<file path="src/rtl/dsi_packet_assembler.sv">
// DSI packet assembler: turns a packet request plus a 32-bit payload stream
// into one byte-counted beat stream: header (DI, WC LSB, WC MSB, ECC), then
// for long packets the payload beats and a 2-byte CRC footer.
module dsi_packet_assembler #(
    parameter bit CRC_EN = 1'b1
) (
    input  logic        clk,
    input  logic        reset_n,
    input  logic        pkt_valid,
    output logic        pkt_ready,
    input  logic [7:0]  pkt_data_id,
    input  logic [15:0] pkt_word_count,
    input  logic        pkt_long,
    input  logic        pl_valid,
    output logic        pl_ready,
    input  logic [31:0] pl_data,
    output logic        out_valid,
    input  logic        out_ready,
    output logic [31:0] out_data,
    output logic [1:0]  out_nbytes,
    output logic        out_last
);

    typedef enum logic [1:0] {
        ST_IDLE    = 2'd0,
        ST_HEADER  = 2'd1,
        ST_PAYLOAD = 2'd2,
        ST_CRC     = 2'd3
    } state_t;

    // Parity masks over the 24 header bits {WC, DI}; bit n of mask p means
    // header bit n contributes to ECC parity bit p. ECC bits 7:6 are zero.
    localparam logic [5:0][23:0] ECC_MASK = {
        24'hEFFC00,   // P5
        24'hDF03F0,   // P4
        24'hB8E38E,   // P3
        24'h749A6D,   // P2
        24'hF2555B,   // P1
        24'hF12CB7    // P0
    };

    state_t        r_state;
    state_t        w_state_next;

    logic [7:0]    r_di;
    logic [15:0]   r_wc;
    logic          r_long;
    logic [7:0]    r_ecc;
    logic [15:0]   r_remaining;
    logic [15:0]   r_crc;

    logic [23:0]   w_ecc_in;
    logic [7:0]    w_ecc;
    logic          w_accept;
    logic          w_pl_xfer;
    logic [1:0]    w_nbytes;
    logic [15:0]   w_crc_stage [0:4];
    logic [15:0]   w_crc_upd;
    logic [15:0]   w_crc_out;

    // One byte of the reflected CRC-16 (x^16+x^12+x^5+1), bit 0 first on wire.
    function automatic logic [15:0] crc16_byte(input logic [15:0] crc_in,
                                               input logic [7:0]  data_in);
        logic [15:0] c;
        c = crc_in;
        for (int i = 0; i < 8; i++) begin
            if (c[0] ^ data_in[i])
                c = (c >> 1) ^ 16'h8408;
            else
                c = c >> 1;
        end
        return c;
    endfunction

    assign w_accept  = (r_state == ST_IDLE) && pkt_valid;
    assign w_pl_xfer = (r_state == ST_PAYLOAD) && pl_valid && out_ready;

    // The final payload word may carry fewer than four live bytes.
    assign w_nbytes  = (r_remaining >= 16'd4) ? 2'd3 : (r_remaining[1:0] - 2'd1);

    // ECC is computed from the request inputs and captured with the fields,
    // so the header beat is driven purely from registers.
    assign w_ecc_in  = {pkt_word_count, pkt_data_id};
    assign w_ecc[7:6] = 2'b00;

    generate
        for (genvar gi = 0; gi < 6; gi++) begin : g_ecc
            assign w_ecc[gi] = ^(w_ecc_in & ECC_MASK[gi]);
        end
    endgenerate

    // Chain of per-byte CRC updates; the tap taken depends on live byte count.
    assign w_crc_stage[0] = r_crc;

    generate
        for (genvar gi = 0; gi < 4; gi++) begin : g_crc
            assign w_crc_stage[gi + 1] = crc16_byte(w_crc_stage[gi], pl_data[8*gi +: 8]);
        end
    endgenerate

    // Select the CRC after exactly out_nbytes+1 bytes of this word.
    always_comb begin
        w_crc_upd = w_crc_stage[4];
        case (w_nbytes)
            2'd0:    w_crc_upd = w_crc_stage[1];
            2'd1:    w_crc_upd = w_crc_stage[2];
            2'd2:    w_crc_upd = w_crc_stage[3];
            default: w_crc_upd = w_crc_stage[4];
        endcase
    end

    assign w_crc_out = CRC_EN ? r_crc : 16'h0000;

    // State register; reset abandons any packet in flight.
    always_ff @(posedge clk or negedge reset_n) begin
        if (!reset_n)
            r_state <= ST_IDLE;
        else
            r_state <= w_state_next;
    end

    // Next-state decode driven by the request, payload and output handshakes.
    always_comb begin
        w_state_next = r_state;
        case (r_state)
            ST_IDLE: begin
                if (pkt_valid)
                    w_state_next = ST_HEADER;
            end
            ST_HEADER: begin
                if (out_ready) begin
                    if (!r_long)
                        w_state_next = ST_IDLE;
                    else if (r_wc == 16'd0)
                        w_state_next = ST_CRC;
                    else
                        w_state_next = ST_PAYLOAD;
                end
            end
            ST_PAYLOAD: begin
                if (w_pl_xfer && (r_remaining <= 16'd4))
                    w_state_next = ST_CRC;
            end
            ST_CRC: begin
                if (out_ready)
                    w_state_next = ST_IDLE;
            end
            default: w_state_next = ST_IDLE;
        endcase
    end

    // Output decode per state; payload beats pass straight through.
    always_comb begin
        pkt_ready  = 1'b0;
        pl_ready   = 1'b0;
        out_valid  = 1'b0;
        out_data   = 32'h0;
        out_nbytes = 2'd0;
        out_last   = 1'b0;
        case (r_state)
            ST_IDLE: begin
                pkt_ready = 1'b1;
            end
            ST_HEADER: begin
                out_valid  = 1'b1;
                out_data   = {r_ecc, r_wc[15:8], r_wc[7:0], r_di};
                out_nbytes = 2'd3;
                out_last   = !r_long;
            end
            ST_PAYLOAD: begin
                out_valid  = pl_valid;
                pl_ready   = out_ready;
                out_data   = pl_data;
                out_nbytes = w_nbytes;
            end
            ST_CRC: begin
                out_valid  = 1'b1;
                out_data   = {16'h0000, w_crc_out};
                out_nbytes = 2'd1;
                out_last   = 1'b1;
            end
            default: ;
        endcase
    end

    // Request fields are captured once at acceptance and ignored afterwards.
    always_ff @(posedge clk or negedge reset_n) begin
        if (!reset_n) begin
            r_di   <= 8'h00;
            r_wc   <= 16'h0000;
            r_long <= 1'b0;
            r_ecc  <= 8'h00;
        end else if (w_accept) begin
            r_di   <= pkt_data_id;
            r_wc   <= pkt_word_count;
            r_long <= pkt_long;
            r_ecc  <= w_ecc;
        end
    end

    // Remaining payload bytes: loaded while the header is up, drained per word.
    always_ff @(posedge clk or negedge reset_n) begin
        if (!reset_n)
            r_remaining <= 16'h0000;
        else if (r_state == ST_HEADER)
            r_remaining <= r_wc;
        else if (w_pl_xfer)
            r_remaining <= r_remaining - ({14'd0, w_nbytes} + 16'd1);
    end

    // CRC accumulator: reseeded on each accepted request, updated per word.
    always_ff @(posedge clk or negedge reset_n) begin
        if (!reset_n)
            r_crc <= 16'hFFFF;
        else if (w_accept)
            r_crc <= 16'hFFFF;
        else if (w_pl_xfer)
            r_crc <= w_crc_upd;
    end

endmodule
</file>
<file path="config.mk">
export PLATFORM = sky130hd
export DESIGN_NAME = dsi_packet_assembler
export DESIGN_NICKNAME = d
export VERILOG_FILES = /design/src/rtl/dsi_packet_assembler.sv
export SDC_FILE = /design/constraint.sdc
export NUM_CORES = 1
export LEC_CHECK = 0
export ABC_CLOCK_PERIOD_IN_PS = 5100
export CAP_MARGIN = 20
export CORE_MARGIN = 2
export CORE_UTILIZATION = 40
export CTS_CLUSTER_DIAMETER = 200
export DETAILED_ROUTE_END_ITERATION = 8
export PLACE_DENSITY = 0.63
export SLEW_MARGIN = 20
export SYNTH_ARGS = -nofsm -noshare
export SYNTH_HDL_FRONTEND = slang
export SYNTH_SLANG_ARGS = --single-unit
</file>
<file path="constraint.sdc">
create_clock -name clk -period 5.1 [get_ports clk]
set_input_delay 1.02 -clock clk [delete_from_list [all_inputs] [get_ports clk]]
set_output_delay 1.02 -clock clk [all_outputs]
set_load 0.01 [all_outputs]
</file>
=== After elaboration in Yosys (flattened, before gate mapping) ===
Cells that the tools add are included.
Widths: inputs -> output; s select.

* Register bits after elaboration: 65
* Bits in latches: 0
* Memory bits (writable): 0
* ROM bits: 0
* Bits of input ports: 62
* Output and inout port bits: 38
* Logic and storage cells: 154
* Memories: 0

* $add $sub $neg: 3
* Multiply operators: 0
* Divide/modulo/power cells: 0
* Order comparisons: 2
* Equal/unequal tests: 9
* Shifts and indexed selects: 0
* Multiplexer cells: 51
* Bitwise logic cells: 64
* Reductions and logical operators: 18

{| class="wikitable"
|+ Operator list
! cell !! number
|-
| $mux 16 || 36
|-
| $reduce_xor 24->1 || 6
|-
| $not 2->3 || 32
|-
| $pmux 32 s3 || 1
|-
| $pmux 16 s3 || 1
|-
| $xor 1x1->1 || 32
|-
| $ge 16x3->1 const B || 1
|-
| $le 16x3->1 const B || 1
|-
| $logic_not 16->1 || 1
|-
| $sub 16x3->16 || 1
|-
| $mux 2 || 6
|-
| $pmux 2 s4 || 1
|-
| $eq 2x2->1 const B || 3
|-
| $ne 2x2->1 const B || 3
|-
| $pmux 2 s3 || 1
|-
| $eq 2x1->1 const B || 2
|-
| $logic_and 1x1->1 || 4
|-
| $logic_not 2->1 || 2
|-
| $pmux 1 s2 || 2
|-
| $reduce_and 4->1 || 1
|-
| $reduce_bool 2->1 || 2
|-
| $add 2x1->3 const B || 1
|-
| $mux 1 || 3
|-
| $ne 2x1->1 const B || 1
|-
| 3 further kinds || 3
|}

=== Depth between registers and ports, before layout ===
* Depth in word-level cells: 67
* Mapped depth: 12
* Gate-level depth less buffers: 11

=== Worst setup path before layout ===
Ideal clock, no wire load.

* Path kind: input port to flip-flop
* Start point: in pl_data[2]
* End point: reg r_crc[9]
* Library setup time: 82 ps
* Arrival: 3667 ps
* Data required time: 5018 ps
* Setup slack: 1351 ps
* Stages on the path: 8
* Buffers on the path: 0
* Cells stage by stage: xnor2_2 > xnor3_2 > xnor2_4 > xnor3_2 > xnor3_2 > xor2_1 > mux2_2 > nor3_1

* Word-level cells in the longest chain between the ends: 41

{| class="wikitable"
|+ RTL lines
! element !! line !! source
|-
| from (decl) || 16 || <nowiki>input logic [31:0] pl_data,</nowiki>
|-
| $xor 1x1->1 * || 67 || <nowiki>if (c[0] ^ data_in[i])</nowiki>
|-
| $mux 16 * (4 in a row) || 67 ||
|-
| $xor 1x1->1 || 67 ||
|-
| $mux 16 * (2 in a row) || 67 ||
|-
| $mux 16 (2 in a row) || 67 ||
|-
| $xor 1x1->1 || 67 ||
|-
| $mux 16 (4 in a row) || 67 ||
|-
| $xor 1x1->1 || 67 ||
|-
| [... 10 more ...] || - ||
|-
| $mux 16 (4 in a row) || 67 ||
|-
| $xor 1x1->1 || 67 ||
|-
| $mux 16 (4 in a row) || 67 ||
|-
| $xor 1x1->1 || 67 ||
|-
| $mux 16 (2 in a row) || 67 ||
|-
| $pmux 16 s3 * || 104 || <nowiki>case (w_nbytes)</nowiki>
|-
| $mux 16 * || 217 || <nowiki>else if (w_pl_xfer)</nowiki>
|-
| $mux 16 * || 215 || <nowiki>else if (w_accept)</nowiki>
|-
| to (signal assigned) || 218 || <nowiki>r_crc <= w_crc_upd;</nowiki>
|-
| to (decl) || 50 || <nowiki>logic [15:0] r_crc;</nowiki>
|}

Every way passes the cells marked *; elsewhere a longest branch is shown, timed or not. The select of a mux whose other input is x is not followed.
A chain may end at the register's enable or synchronous reset.

=== Worst setup path after layout ===
* Start point: in pl_data[3]
* End point: reg r_crc[9]

* Word-level cells in the longest chain between the ends: 39

{| class="wikitable"
|+ RTL lines
! element !! line
|-
| $xor 1x1->1 * || 67
|-
| $mux 16 * (4 in a row) || 67
|-
| $xor 1x1->1 or $mux 16 (tied branches) || 67
|-
| $mux 16 * (4 in a row) || 67
|-
| $xor 1x1->1 or $mux 16 (tied branches) || 67
|-
| $mux 16 * (4 in a row) || 67
|-
| $xor 1x1->1 or $mux 16 (tied branches) || 67
|-
| $mux 16 * || 67
|-
| [... 7 more ...] || -
|-
| $mux 16 (4 in a row) || 67
|-
| $not 2->3 (no line) or $xor 1x1->1 (tied branches) || -
|-
| $mux 16 (4 in a row) || 67
|-
| $xor 1x1->1 || 67
|-
| $mux 16 (2 in a row) || 67
|-
| $pmux 16 s3 * || 104
|-
| $mux 16 * || 217
|-
| $mux 16 * || 215
|}

Marks and branches as above.

==> flow_summary_export.csv <==
group,metric,value,unit
run_status,outcome,"completed",
worst_setup_path,r2r_slack,1.20,ns
detailed_routing,drt_iter0_drc,408,
yosys,ys_seq_elements,65,
floorplan,die_h,124,microns
detailed_routing,wl_per_cell,20.6,microns
sta,setup_viol,0,
clock_tree,h-tree-depth,3,
clock_tree,clock_latency,0.35,ns
sta,finalMaxSlewViolations,0,
worst_setup_path,cp.required,5.37,ns
yosys,synthDistinctLibCells,49,
placement,routabilityCongestion,0.952,
clock_tree,cts_setup_buffers,0,
yosys,syn-num-nets,686,
yosys,synthArstFlopShare,100,%
global_routing,grt_pass1_wl,28.5,mm
cells_and_area,area_delta_synth_final,25.6,%
yosys,ys_warn_count,0,
clock_tree,numCtsBuffers,9,
clock_tree,clk_pin_slew_worst_paths,0.07,ns
worst_setup_path,critPathKind,"input port to flop",
cells_and_area,multiInputGateArea,0.00400,sq mm
detailed_routing,wl,18.6,mm
clock_tree,cts_resized,0,
floorplan,fp.coreArea,0.0140,sq mm
min_path,whs_path_depth,2,
floorplan,start_util,41.3,%
worst_setup_path,crit_arrival,4.53,ns
worst_setup_path,cp-startpoint,"pl_data[3]",
sta,min_period,4.26,ns
floorplan,rows,43,
yosys,synth_edf_count,0,
placement,io_buffers,99,
worst_setup_path,worstSetupEndpointType,"flop",
clock_tree,cts_buffer_depth,2,
yosys,synth_cells,622,
global_routing,grt_overflow,0,
worst_setup_path,path_max_fanout,5,
worst_setup_path,ff2ff_path_depth,9,
sta,maxSlewHeadroom,27.0,%
sta,finalHoldViolCount,0,
global_routing,grt_max_degree,66,
min_path,min_path_type,"flop to flop",
yosys,synth_top_flop_cell,"dfrtp_1",
job,cap_violations,0,
global_routing,track_usage,25.3,%
cells_and_area,final_cell_mix,"nand2_1 (149), clkdlybuf4s50_1 (98), xnor2_1 (84)",
worst_setup_path,startpoint_type,"input port",
detailed_routing,drt-pass1-iter-count,5,
sta,setup_tns,0,ns
detailed_routing,ant_nets,0,
sta,rsz0062_at_grt,"false",
min_path,worstHoldEndpoint,"r_di[4]$_DFFE_PN0P_",
cells_and_area,n_fill_cell,1335,
floorplan,die_x,124,microns
sta,fin_skew,0.0107,ns
clock_tree,ctsHoldBuffers,0,
clock_tree,cts_root_buf,"clkbuf_16",
cells_and_area,regArea,0.00165,sq mm
detailed_routing,dr_total_vias,5007,
yosys,seq_area_frac_synth,28.5,%
cells_and_area,nets,780,
detailed_routing,route.detailed.drc,0,
global_routing,grt_pass1_vias,4805,
cells_and_area,layout_commonest_cell,"nand2_1",
global_routing,grt_antenna_before_repair,0,
floorplan,dieArea,0.0154,sq mm
floorplan,ios,100,
worst_setup_path,rr_endpoint,"r_remaining[12]$_DFFE_PN0P_",
sta,fmax,0.235,GHz
cells_and_area,insertedDiodeCount,0,
clock_tree,cts_tree,"done",
clock_tree,clock-sinks,65,
cells_and_area,drive_above_1_share,10.1,%
detailed_routing,viasPerCell,5.56,
sta,fin_crit_sh,83.6,%
sta,worstMarginPinSlew,1.08,ns
worst_setup_path,reg2reg_from,"r_remaining[3]$_DFFE_PN0P_",
yosys,syn_area_per_cell,9.29,sq um
min_path,hold_start,"r_di[4]$_DFFE_PN0P_",
yosys,synth_area,0.00578,sq mm
placement,hpwl,14.4,mm
cell usage after synthesis, types with 3 or more instances:
master	count	share of area, %
buf_1	3	0.19
xnor3_4	5	2.3
or4_1	3	0.39
xnor2_1	84	13
xnor3_2	7	2.9
mux2i_1	21	3.6
nor2_1	38	2.5
o211ai_1	11	1.4
nand2_1	149	9.7
a21oi_1	19	1.6
o21ai_0	40	3.5
dfrtp_1	49	21
inv_1	8	0.52
nor3_1	6	0.52
xnor2_4	3	1.4
xnor3_1	17	6.6
clkbuf_1	23	1.5
xor3_4	3	1.4
o311ai_0	6	0.91
xor2_1	32	4.9
or3_1	3	0.32
a211oi_1	4	0.52
nand3_1	8	0.69
dfstp_2	16	7.3
a221oi_1	8	1.2
xor3_1	5	2.1
xnor2_2	5	1.4
o221ai_1	3	0.45
a22o_1	7	1.1
and3_1	5	0.54
nor4_1	7	0.76
final cells by class:
class / instances / area share, %
Inverter: 9 / 0.465
Multi-Input combinational cell: 521 / 55.1
Sequential cell: 65 / 22.7
Timing Repair Buffer: 110 / 14.7
Clock inverter: 7 / 0.862
Clock buffer: 9 / 3.10
Tap cell: 180 / 3.10
worst max-delay path by stage:
| stage | slack [ns] | depth (start not counted) | endpoint |
|---|---|---|---|
| 2_1_floorplan | 1.35 | 8 | r_crc[9]$_DFFE_PN1P_ |
| 3_3_place_gp | 0.61 | 9 | r_crc[9]$_DFFE_PN1P_ |
| 3_5_place_dp | 0.53 | 9 | r_crc[10]$_DFFE_PN1P_ |
| 4_1_cts | 0.87 | 7 | out_nbytes[0] |
| 5_1_grt | 0.63 | 7 | out_nbytes[0] |
| 6_report | 0.84 | 9 | r_crc[9]$_DFFE_PN1P_ |
critical path, stage by stage:
cell and delay [ns]:
clkdlybuf4s50_1 0.50, xnor2_2 0.40, xnor3_2 0.50, xnor2_1 0.43
xnor2_1 0.31, xnor3_2 0.59, xor2_1 0.24, mux2_2 0.36
nor3_1 0.17
kinds of logic after synthesis:
logic type      after synthesis  synth area share [%]
simple gates                221                  15.6
compound gates              112                  12.7
buf+inv                      36                  2.36
xor+xnor                    163                  36.4
mux                          23                  4.03
flops                        65                  28.5
fa+ha+maj                     2                 0.433
metrics by stage:
| step | cell area (sq um) | utilization, % | worst slack [ns] | instances | hold slack, ns |
|---|---|---|---|---|---|
| after floorplan | 5780 | - | 1.35 | 622 | 0.446 |
| after global placement | 6970 | 49.8 | 0.607 | 885 | 0.460 |
| after detailed placement | 6970 | 49.8 | 0.530 | 885 | 0.463 |
| after CTS | 7260 | 51.9 | 0.869 | 901 | 0.477 |
| after global routing | 7260 | 51.9 | 0.627 | 901 | 0.490 |
| final | 7260 | 51.9 | 0.839 | 901 | 0.473 |
sequential cells by signal, summed over array words and instances, names as in the netlist, named ones only:
| name | count |
|---|---|
| r_crc | 16 |
| r_di | 8 |
| r_ecc | 6 |
| r_long | 1 |
| r_remaining | 16 |
| r_state | 1 |
| r_wc | 16 |
layer usage:
layer	part of all wire [%]	global-route usage [%]	vias up
met4	1.8	7.16	0
li1	-	-	2328
met1	46	36.1	2453
met2	46	39.5	202
met5	0	0	-
met3	6.3	4.49	24
Power is not shown: default switching activity piles up to over one toggle a cycle in this logic, so the estimate is an artifact.
==> RTL change: new RTL, same settings <==
`CRC_EN`: 1'b1 -> 1'b0.
--- a/src/rtl/dsi_packet_assembler.sv
+++ b/src/rtl/dsi_packet_assembler.sv
@@ -4,3 +4,3 @@
 module dsi_packet_assembler #(
-    parameter bit CRC_EN = 1'b1
+    parameter bit CRC_EN = 1'b0
 ) (
Behaviour: not the same (a bounded check fails within 4 cycles, from zero or initial values and one cycle with reset_n low).
==> RTL change against the unedited design <==
Register-to-register slack gained 0.97 ns; first-iteration DRC count shrank 68%; sequential share of layout area grew 4.4 points; wire length shrank 52%; setup slack gained 0.39 ns; fmax grew 10%; largest cell class unchanged; sequential cell count shrank 16; clock skew shrank 0.0051 ns; synthesized cell count shrank 44%; area after synthesis shrank 42%; design area shrank 38%; critical path type is now reg2out.
==> RTL change: results (changes against the unedited design) <==
* Register bit total from synthesis at 49 (-25%)
* Reg area at 1230 um2 (-26%)
* Multi-input combinational area share at 45.2% (-9.9 points)
* Clkbuf count at 6 (-3)
* Relative slew slack at 41.7% (+15 points)
* Met2 wire length at 4160 um (-52%)
* Delay-heaviest family, CP: buffers and inverters
* Top post-synthesis cells by count: dfrtp_1, xnor2_1, nand2_1
* Routed vias/inst at 5.26 (-5.3%)
* Met3 Use GR at 3.00% (-1.5 points)
* Largest cells by area after synthesis: dfrtp_1, xnor2_1, mux2_2, xor2_1, nand2_1
* Multi-input gates at 275 (-47%)
* DPL Wire Length at 6860 um (-52%)
* Total Power at 2.42 mW
* Total CTS buffers at 5 (-4)
* Nets@finish at 508 (-35%)
* H-tree levels at 2 (-1)
* Initial DRC count at 131 (-68%)
* WL met1 at 4320 um (-49%)
* Largest regs: r_remaining: 16 flops, r_wc: 16 flops, r_di: 8 flops
* Metal3 WL at 417 um (-65%)
* Post-synthesis cell type count at 44 (-10%)
* Number of global-route vias before repair at 2,682 (-44%)
* Post-synthesis adder-cell area fraction at 2.24% (+1.8 points)
* Final clock-cell share at 1.93% (-2.0 points)
* Clock skew at 0.00552 ns (-0.00514 ns)
* Largest stage delay, worst path at 0.63 ns (+0.04 ns)
* Slowest CP cell: ha_1
* CTS clock-pin slew for the worst setup and hold paths at 0.10 ns (+0.03 ns)
* Total GRT Usage at 20.2% (-5.2 points)
* Inverter count at 7 (-2)
* Sequential fraction of the synthesis area at 36.5% (+8.0 points)
* Synth Area in Compound Gates at 14.5% (+1.8 points)
* Net Count, Synth at 415 (-40%)
* Status: finished clean
* CP Max Fanout at 22 (+17)
* Root Buffer: clkbuf_8
* Worst slack at placement at 1.57 ns (+1.04 ns)
* First-pass GRT wire length at 14,000 um (-51%)
* GR Layer Usage met2 at 30.6% (-9.0 points)
* GPL Wtd Cong at 0.864 (-9.3%)
* CP arrival at 2.85 ns (-1.68 ns)
* DRT Pass-1 Iters at 4 (-1)
* Non-clk buf share at 22.3% (+7.6 points)
-- RTL change: stage by stage --
step | cells | area, um2 | hold WS, ns
after floorplan | 347 | 3360 | 0.456
after global placement | 538 | 4440 | 0.472
after detailed placement | 538 | 4440 | 0.483
after CTS | 546 | 4530 | 0.506
after global routing | 546 | 4530 | 0.532
final | 546 | 4530 | 0.504
-- RTL change: path summary, 6_finish.rpt --
kind / startpoint / endpoint / slack (ns)
worst max-delay path: r_state[0] / out_nbytes[0] / 1.23
worst max register to register: r_state[0] / register / 2.17
worst min register to register: r_ecc[1] / r_ecc[1] / 0.50
min in group asynchronous: reset_n / r_remaining[11] / 0.73
max in group asynchronous: reset_n / async pin / 3.95
worst min-delay path: r_ecc[1] / r_ecc[1] / 0.50
-- RTL change: worst min-delay path, stage by stage, from the launching register on --
cell and delay, ns:
dfrtp_1 0.36, nand2_1 0.05, o21ai_1 0.06
